### src/rtl/pc_stack_register.sv
// rtl/pc_stack_register.sv - program counter with load/inc/branch and a call/return stack (optional PC_STACK_ERR_EN)
module pc_stack_register #(
    parameter int               WIDTH     = 8,
    parameter int               DEPTH     = 4,
    parameter logic [WIDTH-1:0] RESET_VAL = '0
) (
    input  logic                       clk,
    input  logic                       rst,
    input  logic [WIDTH-1:0]           data_in,
    input  logic [WIDTH-1:0]           offset,
    input  logic                       load,
    input  logic                       inc,
    input  logic                       branch,
    input  logic                       call,
    input  logic                       ret,
    output logic [WIDTH-1:0]           data_out,
    output logic [$clog2(DEPTH):0]     depth_cnt,
    output logic                       empty,
    output logic                       full,
    output logic                       err
);

    localparam int SP_W  = $clog2(DEPTH);
    localparam int CNT_W = SP_W + 1;

    // Return-address storage; contents are meaningless until pushed.
    logic [WIDTH-1:0] stack [DEPTH];
    logic [SP_W-1:0]  sp;
    logic [SP_W-1:0]  sp_m1;
    logic [WIDTH-1:0] ret_link;

    logic [WIDTH-1:0] pc_nxt;
    logic [SP_W-1:0]  sp_nxt;
    logic [CNT_W-1:0] cnt_nxt;
    logic             do_push;
`ifdef PC_STACK_ERR_EN
    logic             err_set;
    logic             err_q;
`endif

    assign empty    = (depth_cnt == '0);
    assign full     = (depth_cnt == CNT_W'(DEPTH));
    assign sp_m1    = sp - SP_W'(1);
    assign ret_link = data_out + WIDTH'(1);

    // Resolve the single winning command for this cycle: call > ret > branch > load > inc.
    always_comb begin
        pc_nxt  = data_out;
        sp_nxt  = sp;
        cnt_nxt = depth_cnt;
        do_push = 1'b0;
`ifdef PC_STACK_ERR_EN
        err_set = 1'b0;
`endif
        if (call) begin
            if (full) begin
`ifdef PC_STACK_ERR_EN
                // Overflow is refused outright and flagged.
                err_set = 1'b1;
`else
                // Overflow recycles the oldest slot; occupancy saturates at DEPTH.
                do_push = 1'b1;
                sp_nxt  = sp + SP_W'(1);
                pc_nxt  = data_in;
`endif
            end else begin
                do_push = 1'b1;
                sp_nxt  = sp + SP_W'(1);
                cnt_nxt = depth_cnt + CNT_W'(1);
                pc_nxt  = data_in;
            end
        end else if (ret) begin
            if (empty) begin
`ifdef PC_STACK_ERR_EN
                err_set = 1'b1;
`endif
            end else begin
                sp_nxt  = sp_m1;
                cnt_nxt = depth_cnt - CNT_W'(1);
                pc_nxt  = stack[sp_m1];
            end
        end else if (branch) begin
            pc_nxt = data_out + offset;
        end else if (load) begin
            pc_nxt = data_in;
        end else if (inc) begin
            pc_nxt = data_out + WIDTH'(1);
        end
    end

    // Program counter, stack pointer and occupancy registers.
    always_ff @(posedge clk or posedge rst) begin
        if (rst) begin
            data_out  <= RESET_VAL;
            sp        <= '0;
            depth_cnt <= '0;
        end else begin
            data_out  <= pc_nxt;
            sp        <= sp_nxt;
            depth_cnt <= cnt_nxt;
        end
    end

    // Stack write of the return link; a reset in the same cycle cancels the push.
    always_ff @(posedge clk) begin
        if (!rst && do_push) begin
            stack[sp] <= ret_link;
        end
    end

`ifdef PC_STACK_ERR_EN
    // Sticky overflow/underflow flag, cleared only by reset.
    always_ff @(posedge clk or posedge rst) begin
        if (rst) begin
            err_q <= 1'b0;
        end else if (err_set) begin
            err_q <= 1'b1;
        end
    end
    assign err = err_q;
`else
    assign err = 1'b0;
`endif

endmodule
### config.mk
export PLATFORM = sky130hd
export DESIGN_NAME = pc_stack_register
export DESIGN_NICKNAME = d
export VERILOG_FILES = /design/src/rtl/pc_stack_register.sv
export SDC_FILE = /design/constraint.sdc
export NUM_CORES = 1
export LEC_CHECK = 0
export ABC_CLOCK_PERIOD_IN_PS = 5900
export CAP_MARGIN = 20
export CORE_MARGIN = 2
export CORE_UTILIZATION = 30
export CTS_CLUSTER_SIZE = 12
export DETAILED_ROUTE_END_ITERATION = 8
export REMOVE_ABC_BUFFERS = 1
export SETUP_SLACK_MARGIN = 0.15
export SLEW_MARGIN = 40
export SYNTH_ARGS = -nofsm -noshare
export SYNTH_HDL_FRONTEND = slang
export SYNTH_SLANG_ARGS = --single-unit
### constraint.sdc
create_clock -name clk -period 5.9 [get_ports clk]
set_input_delay 1.18 -clock clk [delete_from_list [all_inputs] [get_ports clk]]
set_output_delay 1.18 -clock clk [all_outputs]
set_load 0.01 [all_outputs]
After elaboration in Yosys (flattened, before gate mapping):

Memory sizes are Yosys's and may differ from the RTL's.
Index checks and enable logic that the tools add are counted.

* word-level logic and storage cells: 38
* register bits after elaboration: 13
* RAM bits: 32
* memories: 1

Memories
* stack: depth 4, width 8, rd ports 1, clocked after memory_dff 0, write ports 1, RTL line 27 `logic [WIDTH-1:0] stack [DEPTH];`

* muxes and demuxes: 16
* equal/unequal tests: 4
* reduce and logical (&&, ||, !) cells: 8
* add/subtract/negate cells: 6

Operators by type and width (number)
* $mux 8: 6
* $mux 3: 4
* $add 8x1->8 const B: 1
* $add 8x8->8: 1
* $mux 2: 3
* $reduce_bool 5->1: 1
* $ne 2x2->1 const B: 2
* $reduce_and 2->1: 2
* $add 3x1->3 const B: 1
* $eq 3x3->1 const B: 1
* $logic_not 3->1: 1
* $mux 1: 3
* $ne 3x3->1 const B: 1
* $reduce_and 3->1: 1
* $sub 3x1->3 const B: 1
* $add 2x1->2 const B: 1
* $reduce_bool 2->1: 1
* $sub 2x1->2 const B: 1
* $logic_and 1x1->1: 1
* $logic_not 1->1: 1

Longest topological paths before layout:

Gate-level depths: netlist of run 1.

* depth in word-level cells: 6
* gate-level depth with buffers: 9
* depth with buffers taken out: 8

Worst setup path after synthesis of run 1:

No wires, ideal clock.

* kind: input port to flip-flop
* start: input offset[0]
* end: register data_out[6]
* data arrival time: 2597 ps
* slack: 3180 ps
* required time: 5776 ps
* cell stages on the path: 8
* path through: ha_1 -> inv_1 -> fa_1 -> nor2b_1 -> o2111ai_1 -> a311o_1 -> a31oi_1 -> o21ai_1

* longest elaborated chain between the ends: 4

Ends and longest elaborated chain
* from (decl): RTL line 10 `input logic [WIDTH-1:0] offset,`
* $add 8x8->8: RTL line 83 `pc_nxt = data_out + offset;`
* $mux 8: RTL line 82 `end else if (branch) begin`
* $mux 8: RTL line 72 `end else if (ret) begin`
* $mux 8: RTL line 55 `if (call) begin`
* to (signal assigned): RTL line 98 `data_out <= pc_nxt;`
* to (decl): RTL line 16 `output logic [WIDTH-1:0] data_out,`

Every way passes these cells.
A chain may end at the register's enable or synchronous reset.

Worst setup path in the final report of run 1:

* start: register depth_cnt[0]
* end: output empty

* longest elaborated chain between the ends: 1

Ends and longest elaborated chain
* from (decl): RTL line 17 `output logic [$clog2(DEPTH):0] depth_cnt,`
* from (signal assigned): RTL line 100 `depth_cnt <= cnt_nxt;`
* $logic_not 3->1: RTL line 41 `assign empty = (depth_cnt == '0);`
* to (decl): RTL line 18 `output logic empty,`

Every way passes these cells.

==> qor.yml, run 1 <==
sta:
  slew_headroom_pct: 54.4
  fin_hold_ws_ns: 0.622
  drv_slew: 0
  finalWorstSetupSlack_ns: 2.85
  fmax_mhz: 328
  finalSetupViolCount: 0
  setup_tns_ns: 0
  hold_viol_final: 0
  finalCritPeriodShare_pct: 51.6
  skew_ns: 0.0133
  worst_pin_slew_ns: 0.684
  post-route-min-period_ns: 3.05
  grt_setup_unrepaired: "false"
yosys:
  syn-cell-area_sq_um: 2720
  ys_seq_area_share_pct: 47.3
  synth_top_area_cell: "edfxtp_1"
  synthCells: 236
  syn_area_per_cell_sq_um: 11.5
  synthFlopType: "edfxtp_1"
  synth_cell_types: 56
  synthTopCellsByCount: "32 x edfxtp_1, 21 x nor2_1, 16 x inv_1"
  netlist.area_leader.share_pct: 35.3
  yosysWarningCount: 0
  synth-edff-count: 32
  synth_seq_cells: 45
  async_flop_share_pct: 28.9
  yosysMostFrequentCell: "edfxtp_1"
  synth.area.top_cells: "edfxtp_1 35%, dfrtp_1 12%, ha_1 5.5%, mux4_1 4.8%, nor2_1 2.9%"
worst_setup_path:
  critPathTopFamily: "buffers and inverters"
  critical_path_arrival_ns: 1.87
  crit_path_start_kind: "flip-flop"
  crit_fanout: 7
  reg2reg_depth: 6
  slowest_delay_ns: 0.54
  crit_chain: "or3_4 > clkinv_2 > clkdlybuf4s50_1"
  crit_buf_inv: 2
  crit_path_end_kind: "output port"
  cp-startpoint: "depth_cnt[0]$_DFFE_PP0P_"
  worst-path-stages: 3
  criticalPathCategory: "reg2out"
  r2r-end: "data_out[5]$_DFFE_PP0P_"
  rrSetupSlack_ns: 3.49
  regToRegStartpoint: "sp[0]$_DFFE_PP0P_"
  crit_end: "empty"
  cp_slowest_cell: "clkdlybuf4s50_1"
  crit_required_ns: 4.72
floorplanning:
  die_height_um: 99.2
  core_sq_um: 8760
  initial_utilization_pct: 31.0
  ios: 37
  die_area_sq_um: 9840
  rows: 34
  die_w_um: 99.2
place:
  port_buffers: 35
  gp_congestion: 0.793
  pre_cts_slack_ns: 2.54
  placement.cell_area_sq_um: 3100
  dpl.hpwl_um: 4620
global_route:
  overflow: 0
  grt_pass1_wl_um: 10500
  grt_max_degree: 28
  grt_pass1_vias: 2019
  grt_use_total_pct: 13.5
  antenna_found_initial: 0
route:
  viasPerCell: 5.27
  drt-pass1-iter-count: 4
  drc: 0
  via_count: 1988
  wl_per_cell_um: 17.1
  antenna_left: 0
  routed_wl_um: 6460
  drtIter0Drc: 69
cells_and_area:
  final_area_sq_um: 3230
  final_util_pct: 36.9
  area_growth_syn_to_layout_pct: 19.0
  num_antenna_cells: 0
  final_nets: 305
  drive_above_1_share_pct: 8.92
job:
  drv_cap: 0
worst_hold_path:
  hold_class: "reg2reg"
  min_from: "depth_cnt[2]$_DFFE_PP0P_"
cts:
  cts_root_buf: "clkbuf_8"
  htree_levels: 2
  clk_path_buf_depth: 2
  cts_tree: "yes"
  cts_resized: 0
  clock_latency_ns: 0.30
  cts_buffers: 5
  cts_hold_buffers: 0
  post_cts_buffers: 0
  path_clk_slew_ns: 0.09
  cts_sinks: 45
run_status:
  status: "completed"
power:
  power_density_nw_per_um2: 405
  p_leak_nw: 1.22
  ir_drop_v: 0.000136
cell usage in the layout, fill, tap and decap left out, drive strengths merged, types with 2 or more instances in the layout:
| master | instances |
|---|---|
| a211oi | 4 |
| a21oi | 11 |
| a31oi | 5 |
| a32oi | 2 |
| and3 | 7 |
| buf | 2 |
| bufinv | 2 |
| clkbuf | 5 |
| clkdlybuf4s50 | 34 |
| dfrtp | 13 |
| edfxtp | 32 |
| fa | 2 |
| ha | 12 |
| inv | 17 |
| mux4 | 8 |
| nand2 | 13 |
| nand2b | 4 |
| nand3 | 6 |
| nand3b | 2 |
| nor2 | 21 |
| nor3 | 5 |
| o211ai | 5 |
| o21a | 2 |
| o21ai | 16 |
| o22ai | 2 |
| or2 | 2 |
| or3 | 2 |
| xnor2 | 6 |
| xor2 | 6 |
layout make-up:
type	instances	area [sq um]
fillers	863	5530
flip-flops and latches	45	1290
multi-input cells	163	1260
repair buffers	36	353
well taps	108	135
clock buffers	5	68.8
clock inverters	3	68.8
inverters	17	65.1
state kept, by name, summed over array words and instances, names as in the netlist:
| register | count |
|---|---|
| data_out | 8 |
| depth_cnt | 3 |
| sp | 2 |
| stack | 32 |
kinds of logic after synthesis:
family | after synthesis | share of synthesized area, %
buffers and inverters | 28 | 6.44
other | 1 | 0.138
AO/OA/AOI/OAI | 59 | 14.5
adder cells (fa/ha/maj) | 14 | 6.99
XOR/XNOR | 12 | 3.87
multiplexers | 10 | 8.10
flip-flops | 45 | 47.3
AND/OR/NAND/NOR | 67 | 12.7
power by group:
| group | internal, mW | switching [mW] |
|---|---|---|
| combinational | 0.261 | 0.260 |
| sequential | 0.423 | 0.0852 |
| clock | 0.171 | 0.110 |
worst min-delay path by stage:
stage                               endpoint  slack (ns)  cells past startpoint
finish              depth_cnt[2]$_DFFE_PP0P_        0.62                      1
global route        depth_cnt[2]$_DFFE_PP0P_        0.66                      1
CTS                 depth_cnt[2]$_DFFE_PP0P_        0.63                      1
detailed placement  depth_cnt[2]$_DFFE_PP0P_        0.62                      1
global placement           sp[1]$_DFFE_PP0P_        0.61                      2
floorplan                  sp[1]$_DFFE_PP0P_        0.58                      2
stage by stage:
step	total power, mW	cells
after global placement	1.03	369
after floorplan	0.835	225
after global routing	1.40	377
final	1.31	377
after detailed placement	1.04	369
after CTS	1.33	377
routing by layer:
layer  global-route usage [%]  up-vias  wire length, um
met5                        0        -                0
met4                     4.00        0               23
met3                     2.81        3              293
met2                     21.7       46             3050
met1                     18.4      995             3100
li1                         -      944                -
(Power assumes the default switching activity.)
==> run 2, diff against run 1 <==
Settings changed: ABC_CLOCK_PERIOD_IN_PS 5900 to 2800.
Clock period 5.9 ns to 2.8 ns, I/O delays scaled along.
==> run 2 against run 1 <==
  * Final cell count grew 1.9%
  * Sequential power grew 100%
  * Power grew 100%
  * Design area grew 0.93%
  * Sequential cell count is the same
  * Setup slack lost 2.5 ns
  * First-iteration DRC count shrank 23%
  * Core utilization grew 0.34 points
  * Critical path type unchanged
  * Critical endpoint unchanged
==> qor.yml, run 2 (synthesis results as in run 1) <==
run_status:
  status: "completed"  # unchanged
cts:
  htree_levels: 2  # unchanged
  clock_latency_ns: 0.30  # about the same
  clk_path_buf_depth: 2  # unchanged
  cts_sinks: 45  # unchanged
  cts_root_buf: "clkbuf_8"  # unchanged
  cts_hold_buffers: 0  # unchanged
  path_clk_slew_ns: 0.09  # about the same
  cts_resized: 0  # unchanged
  post_cts_buffers: 0  # unchanged
  cts_tree: "yes"  # unchanged
  cts_buffers: 5  # unchanged
route:
  drt-pass1-iter-count: 4  # unchanged
  antenna_left: 0  # unchanged
  routed_wl_um: 6690  # was 6460 um
  drc: 0  # unchanged
  viasPerCell: 5.19  # was 5.27
  drtIter0Drc: 53  # was 69
  via_count: 1994  # was 1988
  wl_per_cell_um: 17.4  # was 17.1 um
worst_setup_path:
  crit_required_ns: 2.24  # was 4.72 ns
  crit_chain: "or3_4 > clkinv_2 > clkdlybuf4s50_1"  # unchanged
  criticalPathCategory: "reg2out"  # unchanged
  crit_path_end_kind: "output port"  # unchanged
  critical_path_arrival_ns: 1.86  # was 1.87 ns
  cp_slowest_cell: "clkdlybuf4s50_1"  # unchanged
  slowest_delay_ns: 0.54  # about the same
  crit_path_start_kind: "flip-flop"  # unchanged
  crit_fanout: 7  # unchanged
global_route:
  antenna_found_initial: 0  # unchanged
  grt_use_total_pct: 14.0  # was 13.5%
  overflow: 0  # unchanged
  grt_pass1_vias: 2032  # was 2019
  grt_max_degree: 23  # was 28
  grt_pass1_wl_um: 10700  # was 10500 um
sta:
  hold_viol_final: 0  # unchanged
  fmax_mhz: 414
  finalCritPeriodShare_pct: 86.3
  finalWorstSetupSlack_ns: 0.384  # was 2.85 ns
  grt_setup_unrepaired: "false"  # unchanged
  post-route-min-period_ns: 2.42
  skew_ns: 0.0116  # was 0.0133 ns
  finalSetupViolCount: 0  # unchanged
  drv_slew: 0  # unchanged
  setup_tns_ns: 0  # unchanged
  worst_pin_slew_ns: 0.505  # was 0.684 ns
  slew_headroom_pct: 66.1  # was 54.4%
cells_and_area:
  largest_registers: "stack (32), data_out (8), depth_cnt (3)"  # unchanged
  final_nets: 312  # was 305
  drive_above_1_share_pct: 10.5  # was 8.92%
  mostFrequentLayoutCells: "35 x clkdlybuf4s50_1, 32 x edfxtp_1, 21 x nor2_1"  # was 34 x clkdlybuf4s50_1, 32 x edfxtp_1, 21 x nor2_1
  num_antenna_cells: 0  # unchanged
  largest_register_ffs: 32  # unchanged
  final_util_pct: 37.3  # was 36.9%
  final_area_sq_um: 3260  # was 3230 sq um
  area_growth_syn_to_layout_pct: 20.1  # was 19.0%
  regMostFlops: "stack"  # unchanged
  final_common_cell: "clkdlybuf4s50_1"  # unchanged
place:
  placement.cell_area_sq_um: 3150  # was 3100 sq um
  port_buffers: 35  # unchanged
  dpl.hpwl_um: 4880  # was 4620 um
  pre_cts_slack_ns: 0.0831  # was 2.54 ns
  gp_congestion: 0.880  # was 0.793
floorplanning:
  ios: 37  # unchanged
  die_w_um: 99.2  # unchanged
  initial_utilization_pct: 31.0  # unchanged
  rows: 34  # unchanged
  core_sq_um: 8760  # unchanged
  die_area_sq_um: 9840  # unchanged
  die_height_um: 99.2  # unchanged
power:
  p_leak_nw: 1.24  # was 1.22 nW
  ir_drop_v: 0.000244  # was 0.000136 V
  power_density_nw_per_um2: 821  # was 405 nW/um^2
job:
  drv_cap: 0  # unchanged
worst_hold_path:
  hold_class: "reg2reg"  # unchanged
-- run 2: cell types whose count changed in the layout (fill, tap and decap cells not counted) --
cell             previous run  this run
buf_4                       1         8
buf_2                       1         0
bufinv_16                   2         1
clkdlybuf4s50_1            34        35
clkinv_1                    0         1
clkinvlp_4                  0         1
inv_6                       1         0
-- run 2: critical path, delay by kind of cell, from the launching register on --
kind                   cells  cell delay, ns
buffers and inverters      2            0.63
flip-flops                 1            0.47
AND/OR/NAND/NOR            1            0.46
-- run 2: final timing paths --
path | startpoint | slack (ns) | endpoint | depth (start not counted)
max | depth_cnt[0]$_DFFE_PP0P_ | 0.38 | empty | 3
min | depth_cnt[2]$_DFFE_PP0P_ | 0.62 | depth_cnt[2]$_DFFE_PP0P_ | 1
max reg2reg | data_out[0]$_DFFE_PP0P_ | 0.54 | data_out[6]$_DFFE_PP0P_ | 8
min reg2reg | depth_cnt[2]$_DFFE_PP0P_ | 0.62 | depth_cnt[2]$_DFFE_PP0P_ | 1
max in group asynchronous | rst | 1.98 | data_out[0]$_DFFE_PP0P_ | 3
min in group asynchronous | rst | 0.64 | sp[0]$_DFFE_PP0P_ | 3
-- run 2: layer usage --
| layer | GRT usage (%) | up-vias | share of wire, % | wire, um |
|---|---|---|---|---|
| li1 | - | 960 | - | - |
| met4 | 4.64 | 0 | 0.75 | 50 |
| met5 | 0 | - | 0 | 0 |
| met3 | 3.30 | 4 | 4.7 | 312 |
| met1 | 18.8 | 987 | 46 | 3060 |
| met2 | 22.3 | 43 | 49 | 3260 |
-- run 2: stage by stage --
stage / power, mW / cells / hold slack, ns
after floorplan: 1.76 / 225 / 0.458
after global placement: 2.18 / 376 / 0.599
after detailed placement: 2.21 / 376 / 0.603
after CTS: 2.71 / 384 / 0.628
after global routing: 2.87 / 384 / 0.660
final: 2.68 / 384 / 0.623
-- run 2: layout make-up --
type / instances / area [sq um]
clock buffer: 5 / 68.8
clock inverter: 3 / 41.3
fill: 865 / 5500
inverter: 17 / 65.1
multi-input combinational: 163 / 1260
sequential: 45 / 1290
tap: 108 / 135
timing repair buffer: 43 / 410
-- run 2: where the power goes --
group	internal, mW	switching, mW	leakage (nW)	total, mW
logic	0.566	0.599	0.742	1.16
clock network	0.263	0.228	0.0518	0.491
registers	0.892	0.134	0.445	1.03
==> run 3, diff against run 2 <==
Settings changed: ABC_AREA from default to 0, CTS_CLUSTER_SIZE 12 to default.
==> results of run 3 <==
Same layout as run 2: the final DEF is identical, and so are final timing and power.
